==> src/rtl/ex_muldiv_unit.sv <==
// Iterative RISC-V M-extension execute unit: fixed-latency multiplier and a
// radix-2 restoring divider behind a single valid/ready request/result handshake.
module ex_muldiv_unit #(
    parameter int unsigned XLEN       = 32,
    parameter int unsigned MUL_STAGES = 2,
    parameter int unsigned TAG_W      = 5
) (
    input  logic             clk,
    input  logic             rst,
    input  logic             i_flush,
    input  logic             i_valid,
    output logic             o_ready,
    input  logic [2:0]       i_op,
    input  logic [XLEN-1:0]  i_a,
    input  logic [XLEN-1:0]  i_b,
    input  logic [TAG_W-1:0] i_tag,
    output logic             o_valid,
    input  logic             i_ready,
    output logic [XLEN-1:0]  o_result,
    output logic [TAG_W-1:0] o_tag
);

    localparam int unsigned CntW = $clog2(XLEN) + 1;

    typedef enum logic [1:0] {StIdle, StMul, StDiv, StDone} state_e;

    state_e           state_q, state_d;
    logic [CntW-1:0]  cnt_q, cnt_d;
    logic [XLEN-1:0]  quo_q, quo_d;
    logic [XLEN-1:0]  rem_q, rem_d;
    logic [XLEN-1:0]  dvs_q, dvs_d;
    logic             qneg_q, qneg_d;
    logic             rneg_q, rneg_d;
    logic             is_rem_q, is_rem_d;
    logic [XLEN-1:0]  pres_q, pres_d;
    logic [TAG_W-1:0] ptag_q, ptag_d;
    logic [XLEN-1:0]  res_q, res_d;
    logic [TAG_W-1:0] otag_q, otag_d;

    // Multiplier: operands sign/zero-extended to 2*XLEN so a plain product is exact.
    logic              a_sext, b_sext;
    logic [2*XLEN-1:0] mul_a, mul_b, prod;
    logic [XLEN-1:0]   mul_res;

    always_comb begin
        a_sext  = (i_op[1:0] == 2'd1 || i_op[1:0] == 2'd2) && i_a[XLEN-1];
        b_sext  = (i_op[1:0] == 2'd1) && i_b[XLEN-1];
        mul_a   = {{XLEN{a_sext}}, i_a};
        mul_b   = {{XLEN{b_sext}}, i_b};
        prod    = mul_a * mul_b;
        mul_res = (i_op[1:0] == 2'd0) ? prod[XLEN-1:0] : prod[2*XLEN-1:XLEN];
    end

    // Divider setup decoded at accept.
    logic            div_sgn, a_neg, b_neg, div_zero, div_ovf;
    logic [XLEN-1:0] a_mag, b_mag, special_res;

    always_comb begin
        div_sgn  = ~i_op[0];
        a_neg    = div_sgn & i_a[XLEN-1];
        b_neg    = div_sgn & i_b[XLEN-1];
        a_mag    = a_neg ? (~i_a + 1'b1) : i_a;
        b_mag    = b_neg ? (~i_b + 1'b1) : i_b;
        div_zero = (i_b == '0);
        div_ovf  = div_sgn && (i_a == {1'b1, {(XLEN-1){1'b0}}}) && (i_b == '1);
        if (div_zero) begin
            special_res = i_op[1] ? i_a : '1;
        end else begin
            special_res = i_op[1] ? '0 : i_a;
        end
    end

    // One restoring step: shift in the next dividend bit, trial-subtract the divisor.
    logic [XLEN:0]   rem_sh, diff;
    logic [XLEN-1:0] quo_nx, rem_nx, quo_fin, rem_fin;

    always_comb begin
        rem_sh  = {rem_q, quo_q[XLEN-1]};
        diff    = rem_sh - {1'b0, dvs_q};
        quo_nx  = {quo_q[XLEN-2:0], ~diff[XLEN]};
        rem_nx  = diff[XLEN] ? rem_sh[XLEN-1:0] : diff[XLEN-1:0];
        quo_fin = qneg_q ? (~quo_nx + 1'b1) : quo_nx;
        rem_fin = rneg_q ? (~rem_nx + 1'b1) : rem_nx;
    end

    always_comb begin
        state_d  = state_q;
        cnt_d    = cnt_q;
        quo_d    = quo_q;
        rem_d    = rem_q;
        dvs_d    = dvs_q;
        qneg_d   = qneg_q;
        rneg_d   = rneg_q;
        is_rem_d = is_rem_q;
        pres_d   = pres_q;
        ptag_d   = ptag_q;
        res_d    = res_q;
        otag_d   = otag_q;

        if (i_flush) begin
            state_d = StIdle;
        end else begin
            unique case (state_q)
                StIdle: begin
                    if (i_valid) begin
                        ptag_d = i_tag;
                        cnt_d  = '0;
                        if (!i_op[2]) begin
                            if (MUL_STAGES == 1) begin
                                state_d = StDone;
                                res_d   = mul_res;
                                otag_d  = i_tag;
                            end else begin
                                state_d = StMul;
                                pres_d  = mul_res;
                            end
                        end else if (div_zero || div_ovf) begin
                            state_d = StDone;
                            res_d   = special_res;
                            otag_d  = i_tag;
                        end else begin
                            state_d  = StDiv;
                            quo_d    = a_mag;
                            rem_d    = '0;
                            dvs_d    = b_mag;
                            qneg_d   = a_neg ^ b_neg;
                            rneg_d   = a_neg;
                            is_rem_d = i_op[1];
                        end
                    end
                end
                StMul: begin
                    if (cnt_q == CntW'(MUL_STAGES - 2)) begin
                        state_d = StDone;
                        res_d   = pres_q;
                        otag_d  = ptag_q;
                    end else begin
                        cnt_d = cnt_q + 1'b1;
                    end
                end
                StDiv: begin
                    quo_d = quo_nx;
                    rem_d = rem_nx;
                    cnt_d = cnt_q + 1'b1;
                    if (cnt_q == CntW'(XLEN - 1)) begin
                        state_d = StDone;
                        res_d   = is_rem_q ? rem_fin : quo_fin;
                        otag_d  = ptag_q;
                    end
                end
                StDone: begin
                    if (i_ready) begin
                        state_d = StIdle;
                    end
                end
                default: state_d = StIdle;
            endcase
        end
    end

    always_ff @(posedge clk) begin
        if (rst) begin
            state_q  <= StIdle;
            cnt_q    <= '0;
            quo_q    <= '0;
            rem_q    <= '0;
            dvs_q    <= '0;
            qneg_q   <= 1'b0;
            rneg_q   <= 1'b0;
            is_rem_q <= 1'b0;
            pres_q   <= '0;
            ptag_q   <= '0;
            res_q    <= '0;
            otag_q   <= '0;
        end else begin
            state_q  <= state_d;
            cnt_q    <= cnt_d;
            quo_q    <= quo_d;
            rem_q    <= rem_d;
            dvs_q    <= dvs_d;
            qneg_q   <= qneg_d;
            rneg_q   <= rneg_d;
            is_rem_q <= is_rem_d;
            pres_q   <= pres_d;
            ptag_q   <= ptag_d;
            res_q    <= res_d;
            otag_q   <= otag_d;
        end
    end

    assign o_ready  = (state_q == StIdle);
    assign o_valid  = (state_q == StDone);
    assign o_result = res_q;
    assign o_tag    = otag_q;

endmodule

==> config.mk <==
export PLATFORM = sky130hd
export DESIGN_NAME = ex_muldiv_unit
export DESIGN_NICKNAME = d
export VERILOG_FILES = /design/src/rtl/ex_muldiv_unit.sv
export SDC_FILE = /design/constraint.sdc
export NUM_CORES = 2
export LEC_CHECK = 0
export CORE_MARGIN = 5
export CORE_UTILIZATION = 50
export DETAILED_ROUTE_END_ITERATION = 8
export GPL_TIMING_DRIVEN = 0
export PLACE_DENSITY = 0.74
export SLEW_MARGIN = 10
export SYNTH_ARGS = -nofsm -noshare
export SYNTH_HDL_FRONTEND = slang
export SYNTH_SLANG_ARGS = --single-unit
==> constraint.sdc <==
create_clock -name clk -period 9.35 [get_ports clk]
set_clock_uncertainty 0.15 [all_clocks]
set_input_delay 0.935 -clock clk [delete_from_list [all_inputs] [get_ports clk]]
set_output_delay 0.935 -clock clk [all_outputs]
set_load 0.02 [all_outputs]
==> impl_metrics.toml <==
[yosys]
ys_seq_elements = 181
synthArstFlopShare = 0
synth_area_leaders = "fa_1, inv_1, nand2_1"
ys.flop_type = "dfxtp_1"
postSynthAreaPerCell_um2 = 8.432
syn_area_mm2 = 0.05167
syn-num-nets = 7588
yosys-top-cells-count = "inv_1, fa_1, nand2_1"
ys_warn_count = 0
synth-edff-count = 0
seq_area_frac_synth = 0.07013
ys_types = 94
synth_largest_area_cell = "fa_1"
yosysMostFrequentCell = "inv_1"
synth_top_area_frac = 0.4363
synth_cells = 6128

[global_routing]
grt_pass1_vias = 46370
grt_start_max_net_pins = 25
grt_overflow = 0
grt_pass1_wl_mm = 296.2
gr-usage-all-layers = 0.3616
grt_antenna_before_repair = 27

[detailed_routing]
vias_per_cell = 5.984
drtAntennaViolNets = 0
wl_per_cell_um = 26.37
wirelength_mm = 202.4
route.detailed.drc = 0
via_count = 45930
first_pass_iters = 7
drt_iter0_drc = 5708

[timing]
relSlewSlack = 0.1302
tightest_slew_ns = 1.300
min_period_over_period = 1.006
final.min_clock_period_ns = 9.410
maxSlewViolCount = 0
rsz0062_at_grt = "true"
finalSetupTns_ns = -0.05981
layout_setup_ws_ns = -0.05981
max_freq_ghz = 0.1063
hold_viol_final = 0
setup_viol = 1

[worst_setup_path]
required_ns = 9.54
crit_fanout = 10
crit_path_end_kind = "flip-flop"
reg2reg_depth = 24
critPathKind = "input port to flip-flop"
cp-start-kind = "input port"
crit_arrival_ns = 9.60

[clocking]
cts_tree = "done"
clk_pin_slew_ns = 0.09
cts_num_sinks = 181
clk-insertion-delay-late_ns = 0.46
cts_buffer_depth = 2
root_buffer = "clkbuf_16"
numCtsBuffers = 17
h-tree-depth = 4

[outcome]
outcome = "complete, but fails checks"
violations = "negative setup slack"

[placed_design]
place.gp.congestion = 1.051
portBuffers = 75
dp_hpwl_mm = 165.7

[die]
fp.dieH_um = 331.5
io_pins = 116
start_util = 0.5014
coreArea_mm2 = 0.1031
die_w_um = 331.5
row_count = 118
fp.dieArea_mm2 = 0.1099

[hold_path]
min_path_cells = 2
hold_path_class = "flip-flop to flip-flop"

[flow_run]
drv_cap = 0

[layout]
nNetsFinal = 7725
final_util = 0.5456
final_layout_size_suffix_gt1_frac = 0.07088
syn2layout_area_growth_pct = 8.824
[final timing paths]
path                                                 from                         to  slack [ns]
worst max-delay path                               i_a[8]    pres_q[26]$_SDFFE_PP0P_       -0.06
worst min-delay path            o_result[24]$_SDFFE_PP0P_  o_result[24]$_SDFFE_PP0P_        0.31
worst max register to register     quo_q[31]$_SDFFE_PP0P_  o_result[24]$_SDFFE_PP0P_        3.22
worst min register to register  o_result[24]$_SDFFE_PP0P_  o_result[24]$_SDFFE_PP0P_        0.31
[routing by layer]
layer,global-route usage,wire (µm)
met5,0,106
met4,0.2234,16630
met2,0.5378,86140
met3,0.1311,28490
met1,0.4504,71030
[worst max-delay path: stages]
cell       delay [ns]
clkbuf_2         0.46
clkbuf_1         0.68
nand2_1          0.29
fa_1             0.57
fa_1             0.43
fa_1             0.51
inv_1            0.06
fa_1             0.54
ha_1             0.22
ha_1             0.30
fa_1             0.51
fa_1             0.46
ha_1             0.34
a2111o_1         0.41
a2111oi_0        0.40
nor3b_1          0.21
a31oi_2          0.30
o211ai_1         0.14
buf_4            0.18
o31ai_4          0.34
o31a_1           0.29
o21ai_2          0.10
a21oi_1          0.17
mux2_2           0.37
a2111oi_0        0.36
[flip-flops by register name, indices dropped and copies added (netlist names)]
register	flops
qneg_q	1
state_q	2
rem_q	32
dvs_q	32
quo_q	32
pres_q	32
is_rem_q	1
o_tag	5
rneg_q	1
o_result	32
ptag_q	5
cnt_q	6
[metrics by stage]
| stage | worst slack (ns) | hold WS [ns] | cell area [µm²] | instances |
|---|---|---|---|---|
| floorplan | 0.05344 | 0.2840 | 51750 | 6128 |
| global placement | -2.316 | 0.3020 | 54220 | 7583 |
| detailed placement | -2.407 | 0.2998 | 54230 | 7583 |
| CTS | 0.0001776 | 0.3115 | 55650 | 7640 |
| global route | -0.1939 | 0.3385 | 56190 | 7660 |
| finish | -0.05981 | 0.3052 | 56230 | 7675 |
[area by class of cell]
cell class                      instances  area [µm²]
Antenna cell                           17       42.54
Buffer                                386        2140
Clock buffer                           17       425.4
Clock inverter                         15       172.7
Fill cell                            9718       46820
Inverter                             1261        4760
Multi-Input combinational cell       4290       42120
Sequential cell                       181        3623
Tap cell                             1380        1727
Timing Repair Buffer                  128        1222
[logic make-up (layout without fill, tap and decap cells)]
group | count (synthesis) | in the layout | share of synthesized area
flip-flops | 181 | 181 | 0.07013
AND/OR/NAND/NOR | 1889 | 1889 | 0.1653
AO/OA/AOI/OAI | 720 | 720 | 0.09178
other | 0 | 17 | 0
multiplexers | 57 | 57 | 0.01160
adder cells (fa/ha/maj) | 1410 | 1410 | 0.5037
buffers and inverters | 1657 | 1807 | 0.1211
XOR/XNOR | 214 | 214 | 0.03627
[timing repair]
item	4_1_cts	5_1_grt
gates cloned	1	0
resized for setup	305	233
setup endpoints to repair	32	20
pin swaps	20	43
setup buffers	29	23
hold buffers	0	0
[layout by cell type, fill, tap and decap left out, drive strengths merged, types with 20 or more instances in the layout]
| master | count |
|---|---|
| and3 | 31 |
| clkbuf | 310 |
| a21oi | 225 |
| inv | 1264 |
| and2 | 276 |
| buf | 144 |
| mux2i | 34 |
| xor2 | 78 |
| o31ai | 34 |
| nand4 | 25 |
| a211oi | 65 |
| nor3 | 45 |
| fa | 1126 |
| a31oi | 22 |
| nand2b | 20 |
| mux2 | 23 |
| dfxtp | 181 |
| maj3 | 27 |
| nand3 | 63 |
| nor2 | 283 |
| a21o | 57 |
| a2111oi | 20 |
| nand2 | 1035 |
| xnor2 | 136 |
| clkdlybuf4s50 | 59 |
| nor4 | 22 |
| ha | 257 |
| o21ai | 134 |
| o211ai | 33 |
Power is left out: the tool's default activity adds up to more than one toggle a clock period on the data nets, which glitch-free logic cannot reach.
